$ cat config.mk
export PLATFORM = sky130hd
export DESIGN_NAME = if_id_queue
export DESIGN_NICKNAME = d
export VERILOG_FILES = /design/src/rtl/if_id_queue.sv
export SDC_FILE = /design/constraint.sdc
export NUM_CORES = 1
export LEC_CHECK = 0
export ABC_AREA = 1
export BUFFER_PORTS_ARGS = -buffer_cell sky130_fd_sc_hd__clkbuf_2
export CAP_MARGIN = 15
export CORE_MARGIN = 3
export CORE_UTILIZATION = 46
export CTS_BUF_LIST = sky130_fd_sc_hd__clkbuf_4 sky130_fd_sc_hd__clkbuf_8 sky130_fd_sc_hd__clkbuf_16
export CTS_CLUSTER_SIZE = 16
export DETAILED_ROUTE_END_ITERATION = 10
export GPL_ROUTABILITY_DRIVEN = 0
export PLACE_DENSITY = 0.78
export SYNTH_ARGS = -nofsm -noshare
export SYNTH_HDL_FRONTEND = slang
export SYNTH_SLANG_ARGS = --single-unit
$ cat constraint.sdc
create_clock -name clk -period 3.9 [get_ports clk]
set_clock_uncertainty 0.2 [all_clocks]
set_input_delay 0.39 -clock clk [delete_from_list [all_inputs] [get_ports clk]]
set_output_delay 0.39 -clock clk [all_outputs]
set_load 0.05 [all_outputs]
$ cat src/rtl/if_id_queue.sv
// Fetch-to-decode instruction FIFO of {instr, pc+4}; entries reach decode one edge after the push.
// in_ready depends only on occupancy and reset; flush empties the queue and outranks push/pop.
module if_id_queue #(
  parameter int DEPTH = 2,
  parameter int WIDTH = 32
) (
  input  logic                     clk,
  input  logic                     rst,
  input  logic                     in_valid,
  output logic                     in_ready,
  input  logic [WIDTH-1:0]         in_instr,
  input  logic [WIDTH-1:0]         in_pc,
  output logic                     out_valid,
  input  logic                     out_ready,
  output logic [WIDTH-1:0]         out_instr,
  output logic [WIDTH-1:0]         out_pc,
  input  logic                     flush,
  output logic [$clog2(DEPTH):0]   count,
  output logic [15:0]              bubbles
);

  localparam int AW = $clog2(DEPTH);
  localparam int CW = AW + 1;

  logic [2*WIDTH-1:0] r_mem [DEPTH];
  logic [AW-1:0]      r_wr_ptr;
  logic [AW-1:0]      r_rd_ptr;
  logic [CW-1:0]      r_count;
  logic [15:0]        r_bubbles;

  logic               w_push;
  logic               w_pop;
  logic [2*WIDTH-1:0] w_head;

  assign in_ready  = rst && (r_count < CW'(DEPTH));
  assign out_valid = (r_count != '0);
  // A flush cycle neither writes nor retires, even if the handshakes look complete.
  assign w_push    = in_valid && in_ready && !flush;
  assign w_pop     = out_valid && out_ready && !flush;

  assign w_head    = r_mem[r_rd_ptr];
  assign out_instr = out_valid ? w_head[2*WIDTH-1:WIDTH] : '0;
  assign out_pc    = out_valid ? w_head[WIDTH-1:0]       : '0;
  assign count     = r_count;
  assign bubbles   = r_bubbles;

  always_ff @(posedge clk) begin
    if (w_push) begin
      r_mem[r_wr_ptr] <= {in_instr, in_pc};
    end
  end

  always_ff @(posedge clk or negedge rst) begin
    if (!rst) begin
      r_wr_ptr <= '0;
      r_rd_ptr <= '0;
      r_count  <= '0;
    end else if (flush) begin
      r_wr_ptr <= '0;
      r_rd_ptr <= '0;
      r_count  <= '0;
    end else begin
      if (w_push) begin
        r_wr_ptr <= r_wr_ptr + AW'(1);
      end
      if (w_pop) begin
        r_rd_ptr <= r_rd_ptr + AW'(1);
      end
      if (w_push && !w_pop) begin
        r_count <= r_count + CW'(1);
      end else if (w_pop && !w_push) begin
        r_count <= r_count - CW'(1);
      end
    end
  end

  always_ff @(posedge clk or negedge rst) begin
    if (!rst) begin
      r_bubbles <= '0;
    end else if (out_ready && !out_valid && !flush && (r_bubbles != 16'hFFFF)) begin
      r_bubbles <= r_bubbles + 16'd1;
    end
  end

endmodule

==> metrics.md, run 1 <==
| Metric | Value |
|---|---|
| Outcome | finished clean |
| Clock transition at the registers of the reported paths | 60 ps |
| DR WL/cell | around 16 um |
| # port buffers | around 150 |
| Switching fraction of total power | 35.4% |
| Endpoint class of the critical path | primary output |
| Crit path arrival time | 2270 ps |
| Psw | approximately 1.7 mW |
| Post-Syn Area | 5980 um2 |
| Share of layout cells above drive strength 1 | approximately a quarter |
| Vias/cell | 5.08 |
| All-Layer GR Usage | a little over a fifth |
| Met2 usage | about 36% |
| Mapped Cells | between 500 and 600 |
| Avg Cell Area, Syn | approximately 11 um2 |
| Register area | approximately 4300 um2 |
| Vias in the first global route | a little under 5k |
| Max-slew violation count | 0 |
| Synth cell types | 22 |
| Max frequency | 349 MHz |
| Unrepaired setup endpoints after global routing | false |
| Hold slack | between 100 and 150 ps |
| Final min period | roughly 2900 ps |
| Maxcap violations | 0 |
| Part of the power in registers | ~39% |
| Routed wire length | around 15 mm |
| CTS root buf | clkbuf_16 |
| Most frequent cells in the layout | 205 x nand2_1, 152 x clkbuf_2, 128 x edfxtp_1 |
| Seq cells post-synth | between 100 and 150 |
| Synth top area cells | edfxtp_1 64%, nand2_1 13%, dfrtp_1 8.4% |
| Worst Setup Start Kind | flip-flop |
| I/O pins | 153 |
| Clk Latency, worst-skew pair | between 400 and 500 ps |
| Peak VDD IR | 0.384 mV |
| Worst-path fanout max | 43 |
| Die Wd | roughly 120 um |
| DR vias | ~4.7k |
| Ys Warns | 0 |
| Hpwl dp | 8.79 mm |
| # diodes | 0 |
| Placed Cells | ~830 |
| DR pass1 iterations | 5 |
| CTS Sinks | about 150 |
| Total power | 4.76 mW |
| HP Class | input port to flip-flop |
| Row Count | 41 |
| CTS buffer count | 17 |
| Initial antenna violation count | 0 |
| Logic pwr share | between 20% and 30% |
| Most Used Layer, Global Route | met2 |
| Hold Fails Final Rpt | 0 |
| Final setup viols | 0 |
| Worst slew margin | between 40% and 50% |
| Post-route insts no fill | about 930 |
| Internal power | approximately 3 mW |
| GR Util met3 | under 10% |
| Layout fillers | about 960 |
| Initial Utilization | ~47% |
| First-pass GRT wire length | 24.3 mm |
| Final TNS setup | 0 ps |
| Area leader, netlist | edfxtp_1 |
| Most common cell after layout, fill and taps aside | nand2_1 |
| Nets@finish | 816 |
| Clock Power Share | 34.1% |
| Largest net degree at the start of global routing | 65 |
| Worst Tran Pin Value | 887 ps |
| Synth top area share | approximately 64% |
| Global-route track usage on met1 | between 20 and 30% |
| DRT antenna net count | 0 |
| GRT overflow | 0 |
| DR iter-0 viols | 346 |
| Bufs on Longest Clock Path | 2 |
| Kind of critical path | flip-flop to primary output |
| CTS tree | yes |
| Register area share after synthesis | between 70% and 80% |
| Period utilization | about three quarters |
| Die H | 120 um |
| Area Growth Syn to Fin | 36.8% |
| Leak | between 3 and 4 nW |
| Pwr Density | between 500 and 600 nW/um2 |
| DIE AREA | about 14000 um2 |
| DRC errors left | 0 |
| Crit path required time | 3310 ps |
| Syn Nets | 596 |
| Core Region | 12700 um2 |
| Multi-input logic area | between 1000 and 1500 um2 |
| H-tree depth | 4 |
final timing paths:
path / start / end / slack, ps / depth (start not counted)
worst max-delay path: r_rd_ptr / out_pc[5] / 1040 / 5
worst min-delay path: flush / count[1] / 150 / 4
worst max register to register: count[1] / r_mem[1][23] / 1670 / 4
worst min register to register: bubbles[8] / bubbles[8] / 350 / 1
max in group asynchronous: rst / r_rd_ptr / 2950 / 3
min in group asynchronous: rst / bubbles[5] / 300 / 3
sequential cells by signal (all words and copies together), names as in the netlist:
register  cells
r_mem       128
bubbles      16
r_rd_ptr      1
r_wr_ptr      1
count         2
cell families after synthesis:
logic type      count (synthesis)  share of synthesized area, %
compound gates                 76                          6.55
xor+xnor                        7                          1.03
fa+ha+maj                       1                         0.209
buf+inv                        46                          3.16
flops                         148                          72.6
simple gates                  248                          16.4
critical path: stages, from the launching register on:
cell and delay, ps:
dfrtp_2 400, inv_2 300, buf_4 480, nand2_1 120, a21oi_1 200, clkbuf_2 320
Yosys cell counts (all sizes together):
cell type and instances:
clkinv 1, clkbuf 17, inv 22, nand4 4
dfrtp 20, nand2 207, edfxtp 128, a21oi 67
ha 1, xnor2 7, nor2 23, o21ai 9
nor3 1, buf 6, nand3 13
cell type report:
cell class	count	area share, %
Sequential cell	148	53.1
Timing Repair Buffer	224	18.0
Multi-Input combinational cell	332	18.0
Clock buffer	17	5.20
Tap cell	172	2.63
Clock inverter	15	1.99
Inverter	23	1.06
metal layers:
| metal | vias up | part of all wire, % |
|---|---|---|
| met5 | - | 0 |
| met4 | 0 | 2.9 |
| met3 | 41 | 7.1 |
| met2 | 205 | 51 |
| met1 | 2261 | 39 |
| li1 | 2223 | - |
power groups by stage:
| stage | Clock [mW] | Combinational, mW | Sequential [mW] |
|---|---|---|---|
| 2_1_floorplan | 0 | 0.844 | 1.94 |
| 3_3_place_gp | 0 | 1.22 | 1.87 |
| 3_5_place_dp | 0 | 1.24 | 1.87 |
| 4_1_cts | 1.65 | 1.30 | 1.84 |
| 5_1_grt | 1.72 | 1.37 | 1.84 |
| 6_report | 1.62 | 1.30 | 1.84 |
metrics by stage:
step | utilization [%] | instance area, um2 | setup slack (ps)
floorplan | - | 5990 | 501
global placement | 54.8 | 6940 | 1470
CTS | 64.6 | 8180 | 1020
finish | 64.6 | 8180 | 1040
detailed placement | 54.8 | 6940 | 1390
global route | 64.6 | 8180 | 880
repair_timing:
action | in CTS | in global routing
hold buffers | 65 | 0
gates resized for setup | 0 | 0
endpoints found under the hold margin | 148 | 0
buffers inserted | 0 | 0
Power figures use the tool's default switching activity.
==> inputs of run 2 (changes only) <==
--- a/config.mk
+++ b/config.mk
@@ -14,7 +14,7 @@
 export CTS_CLUSTER_SIZE = 16
 export DETAILED_ROUTE_END_ITERATION = 10
 export GPL_ROUTABILITY_DRIVEN = 0
-export PLACE_DENSITY = 0.78
+export PLACE_DENSITY = 0.75
 export SYNTH_ARGS = -nofsm -noshare
 export SYNTH_HDL_FRONTEND = slang
 export SYNTH_SLANG_ARGS = --single-unit
==> constraint.sdc (replaced) <==
create_clock -name clk -period 2.7 [get_ports clk]
set_clock_uncertainty 0.2 [all_clocks]
set_input_delay 0.27 -clock clk [delete_from_list [all_inputs] [get_ports clk]]
set_output_delay 0.27 -clock clk [all_outputs]
set_load 0.05 [all_outputs]
==> run 2 against run 1 <==
Cell area grew 0.58%. Clock power grew 40%. Utilization grew 0.38 points. Via count shrank 1.9%. First-iteration DRC count shrank 13%. Final cell count grew 0.32%. Sequential cell count is the same. Critical path type unchanged.
==> metrics.md, run 2 (synthesis results as in run 1) <==
| Metric | Value |
|---|---|
| Kind of critical path | flip-flop to primary output |
| Endpoint class of the critical path | primary output |
| Worst Setup Start Kind | flip-flop |
| Nets@finish | just over 800 |
| Routed wire length | around 14 mm |
| Outcome | finished clean |
| Total power | between 6 and 7 mW |
| DRT antenna net count | 0 |
| DR pass1 iterations | 5 |
| CTS buffer count | 17 |
| Largest net degree at the start of global routing | 67 |
| Row Count | 41 |
| Initial Utilization | around 47% |
| Most frequent cells in the layout | 205 x nand2_1, 152 x clkbuf_2, 128 x edfxtp_1 |
| Worst Tran Pin Value | 458 ps |
| Placed Cells | ~840 |
| Cts repair resizes | 0 |
| Max frequency | approximately 390 MHz |
| Worst r2r path cells | 6 |
| Share of layout cells above drive strength 1 | about a quarter |
| I/O pins | 153 |
| Final core area utilization | between 60% and 70% |
| Vias/cell | 4.97 |
| Max FFs per register | roughly 130 |
| Core Region | 12700 um2 |
| Initial antenna violation count | 0 |
| DIE AREA | 14400 um2 |
| Most common cell after layout, fill and taps aside | nand2_1 |
| DR WL/cell | 15.4 um |
| Layout fillers | 942 |
| Hold Fails Final Rpt | 0 |
| Worst slew margin | 69.4% |
| Clock transition at the registers of the reported paths | roughly 50 ps |
| Die Wd | ~120 um |
| HP Class | input port to flip-flop |
| Maxcap violations | 0 |
| First-pass GRT wire length | between 20 and 25 mm |
| Bufs on Longest Clock Path | 2 |
| Final TNS setup | 0 ps |
| H-tree depth | 4 |
| Crit path arrival time | around 2100 ps |
| Pwr Density | 826 nW/um2 |
| GRT overflow | 0 |
| CTS tree | yes |
| Worst Hold Depth | 5 |
| DR iter-0 viols | about 300 |
| Final min period | between 2000 and 3000 ps |
| Final setup margin | about 140 ps |
| Hpwl dp | just under 9 mm |
| Area Growth Syn to Fin | 37.6% |
| DR vias | between 4k and 5k |
| Clk Latency, worst-skew pair | between 400 and 500 ps |
| Crit path required time | approximately 2200 ps |
| # port buffers | ~150 |
| Vias in the first global route | between 4k and 5k |
| CTS root buf | clkbuf_16 |
| # diodes | 0 |
| Top reg by flops | r_mem |
| Final setup viols | 0 |
| Leak | 3.39 nW |
| Post-route insts no fill | 934 |
| Max-slew violation count | 0 |
| Unrepaired setup endpoints after global routing | false |
| CTS Sinks | between 100 and 150 |
| DRC errors left | 0 |
| Worst-path fanout max | 66 |
| Pre-CTS setup slack | slightly below 500 ps |
| All-Layer GR Usage | 20.8% |
| Die H | roughly 120 um |
| Peak VDD IR | just under 0.6 mV |
| Period utilization | a little over nine tenths |
-- run 2: cell count changes in the layout (fill, tap and decap cells not counted) --
cell and change:
buf_12 +3, clkbuf_4 +2, buf_4 -1, bufinv_16 -1, clkinv_1 -1, clkinv_2 -1, clkinv_4 +1, dlygate4sd3_1 +1
-- run 2: layout make-up --
cell class	instances	area, um2	share of cell area, %
timing repair buffer	227	1540	18.7
sequential	148	4350	52.8
clock inverter	13	133	1.61
clock buffer	19	440	5.35
inverter	23	86.3	1.05
tap	172	215	2.62
multi-input combinational	332	1470	17.9
-- run 2: timing repair --
item,4_1_cts,5_1_grt
setup endpoints to repair,0,0
hold endpoints to repair,149,0
setup buffers,0,0
hold buffers,66,0
-- run 2: report_power, final --
part           internal, mW  switching [mW]  total (mW)
sequential             2.59          0.0899        2.68
clock                  1.37           0.890        2.26
combinational         0.426            1.43        1.86
-- run 2: per-stage QoR --
| step | instance area (um2) | hold WS (ps) |
|---|---|---|
| 2_1_floorplan | 6000 | -226 |
| 3_3_place_gp | 7000 | 114 |
| 3_5_place_dp | 7000 | 125 |
| 4_1_cts | 8230 | 106 |
| 5_1_grt | 8230 | 140 |
| 6_report | 8230 | 129 |
-- run 2: layer usage --
layer  GRT usage [%]  part of all wire [%]
met1            25.3                    40
met2            34.5                    50
met3            5.56                   6.7
met4            9.59                   2.5
met5               0                     0
-- run 2: final timing paths --
| kind | slack, ps | startpoint | end |
|---|---|---|---|
| max reg2reg | 500 | count[1] | r_mem[0][36] |
| min | 130 | out_ready | bubbles[12] |
| max in group asynchronous | 1820 | rst | r_rd_ptr |
| min in group asynchronous | 240 | rst | bubbles[14] |
| max | 140 | r_rd_ptr | out_instr[31] |
| min reg2reg | 370 | bubbles[8] | bubbles[8] |
-- run 2: critical path, cell delays in order (launching register included) --
cell      delay [ps]
dfrtp_2          570
inv_2            130
buf_12           260
nand2_1           90
a21oi_1          240
clkbuf_2         330
==> inputs of run 3 (changes only) <==
==> constraint.sdc (replaced) <==
create_clock -name clk -period 2.5 [get_ports clk]
set_clock_uncertainty 0.2 [all_clocks]
set_input_delay 0.25 -clock clk [delete_from_list [all_inputs] [get_ports clk]]
set_output_delay 0.25 -clock clk [all_outputs]
set_load 0.05 [all_outputs]
==> run 3 against run 2 <==
Wire length grew 1.4%. Cell area up 1.7%. Clock power increased by 21%. Critical path type unchanged. Critical path depth unchanged. Sequential power is 7.8% higher. Non-clock buffer count up 2. Critical endpoint is now out_instr[19].
==> metrics.md, run 3 (synthesis results as in run 1) <==
| Metric | Value |
|---|---|
| HP Class | input port to flip-flop |
| # diodes | 0 |
| Worst-path fanout max | 29 |
| Max frequency | between 400 and 500 MHz |
| Maxcap violations | 0 |
| Vias/cell | between 5 and 6 |
| Pwr Density | about 920 nW/um2 |
| Die Wd | around 120 um |
| Row Count | 41 |
| Number of setup buffers added after CTS | 0 |
| Period utilization | a little over nine tenths |
| Core Region | roughly 13000 um2 |
| Worst Setup Start Kind | flip-flop |
| GRT overflow | 0 |
| Largest net degree at the start of global routing | 55 |
| Die H | 120 um |
| Crit path arrival time | ~1900 ps |
| CTS tree | yes |
| Global-route track usage on met1 | between 20% and 30% |
| Worst slew margin | 69.4% |
| All-Layer GR Usage | 21.0% |
| Unrepaired setup endpoints after global routing | false |
| Layout fillers | between 900 and 1k |
| Placed Area | roughly 7000 um2 |
| Most frequent cells in the layout | 205 x nand2_1, 151 x clkbuf_2, 128 x edfxtp_1 |
| First-pass GRT wire length | approximately 23 mm |
| GR Util met3 | just over 7% |
| Share of layout cells above drive strength 1 | ~28% |
| Kind of critical path | flip-flop to primary output |
| Hold slack | 43.5 ps |
| I/O pins | 153 |
| Register area | 4350 um2 |
| Met2 usage | 34.4% |
| Multi-input logic area | between 1000 and 1500 um2 |
| Leak | 3.45 nW |
| Nets@finish | just over 800 |
| Final setup viols | 0 |
| Hpwl dp | between 8 and 9 mm |
| DIE AREA | around 14000 um2 |
| Most common cell after layout, fill and taps aside | nand2_1 |
| Placed Cells | 838 |
| DRC errors left | 0 |
| Top reg by flops | r_mem |
| Total power | 7.69 mW |
| Initial antenna violation count | 0 |
| DR vias | 4691 |
| CTS root buf | clkbuf_16 |
| DR iter-0 viols | 419 |
| Max-slew violation count | 0 |
| DR pass1 iterations | 5 |
| Initial Utilization | between 40 and 50% |
| # port buffers | between 150 and 200 |
| Crit path cell chain | inv_2 > buf_6 > nand2_1 > a21oi_1 > clkbuf_2 |
| Bufs on Longest Clock Path | 2 |
| Clock transition at the registers of the reported paths | 60 ps |
| DR WL/cell | approximately 16 um |
| Crit path required time | 2050 ps |
| Endpoint class of the critical path | primary output |
| Clk Latency, worst-skew pair | 420 ps |
| Max FFs per register | 128 |
| CTS Sinks | 148 |
| CTS buffer count | 17 |
| Routed wire length | 14.6 mm |
| Post-route insts no fill | between 900 and 1k |
| Most Used Layer, Global Route | met2 |
| Peak VDD IR | 0.754 mV |
| Final min period | ~2400 ps |
| CP max stage cell | dfrtp_4 |
| Final Instance Area | between 8000 and 9000 um2 |
| DRT antenna net count | 0 |
| H-tree depth | 4 |
| Max incr delay on CP | 580 ps |
| Outcome | finished clean |
| Vias in the first global route | about 4.8k |
| Area Growth Syn to Fin | 39.9% |
| Worst Tran Pin Value | approximately 460 ps |
| Final TNS setup | 0 ps |
| Hold Fails Final Rpt | 0 |
## run 3: final timing paths
path                       cells past startpoint  slack [ps]             to  startpoint
max                                            5         120  out_instr[19]    r_rd_ptr
min                                            4          40       r_wr_ptr    in_valid
max reg2reg                                    6         610   r_mem[0][17]    count[1]
min reg2reg                                    1         360     bubbles[8]  bubbles[8]
max in group asynchronous                      3        1640       r_rd_ptr         rst
min in group asynchronous                      3         210     bubbles[5]         rst
## run 3: metrics by stage
step | setup slack, ps | util [%]
after floorplan | -3.95 | -
after global placement | 513 | 55.7
after detailed placement | 490 | 55.7
after CTS | 20.9 | 66.0
after global routing | 3.49 | 66.0
final | 115 | 66.0
## run 3: critical path: cells and delay by family, from the launching register on
kind            cells  cell delay, ps
buf+inv             3             650
flops               1             580
compound gates      1             170
simple gates        1              90
## run 3: per-layer routing
metal	wire, um	share of wire (%)
met3	1140	7.8
met5	0	0
met1	5840	40
met4	244	1.7
met2	7360	50
## run 3: area by class of cell
type | instances | share of cell area, %
Clock buffer | 17 | 5.08
Clock inverter | 15 | 2.60
Inverter | 23 | 1.03
Multi-Input combinational cell | 332 | 17.8
Sequential cell | 148 | 52.0
Tap cell | 172 | 2.57
Timing Repair Buffer | 229 | 18.9
## run 3: power breakdown
part	internal, mW	total, mW	switching (mW)
sequential	2.79	2.89	0.0931
clock	1.70	2.74	1.04
combinational	0.497	2.07	1.57
## run 3: timing repair
action,in CTS,in global routing
resized for setup,0,3
hold endpoints to repair,149,0
hold buffers,66,0
endpoints found under the setup margin,0,23
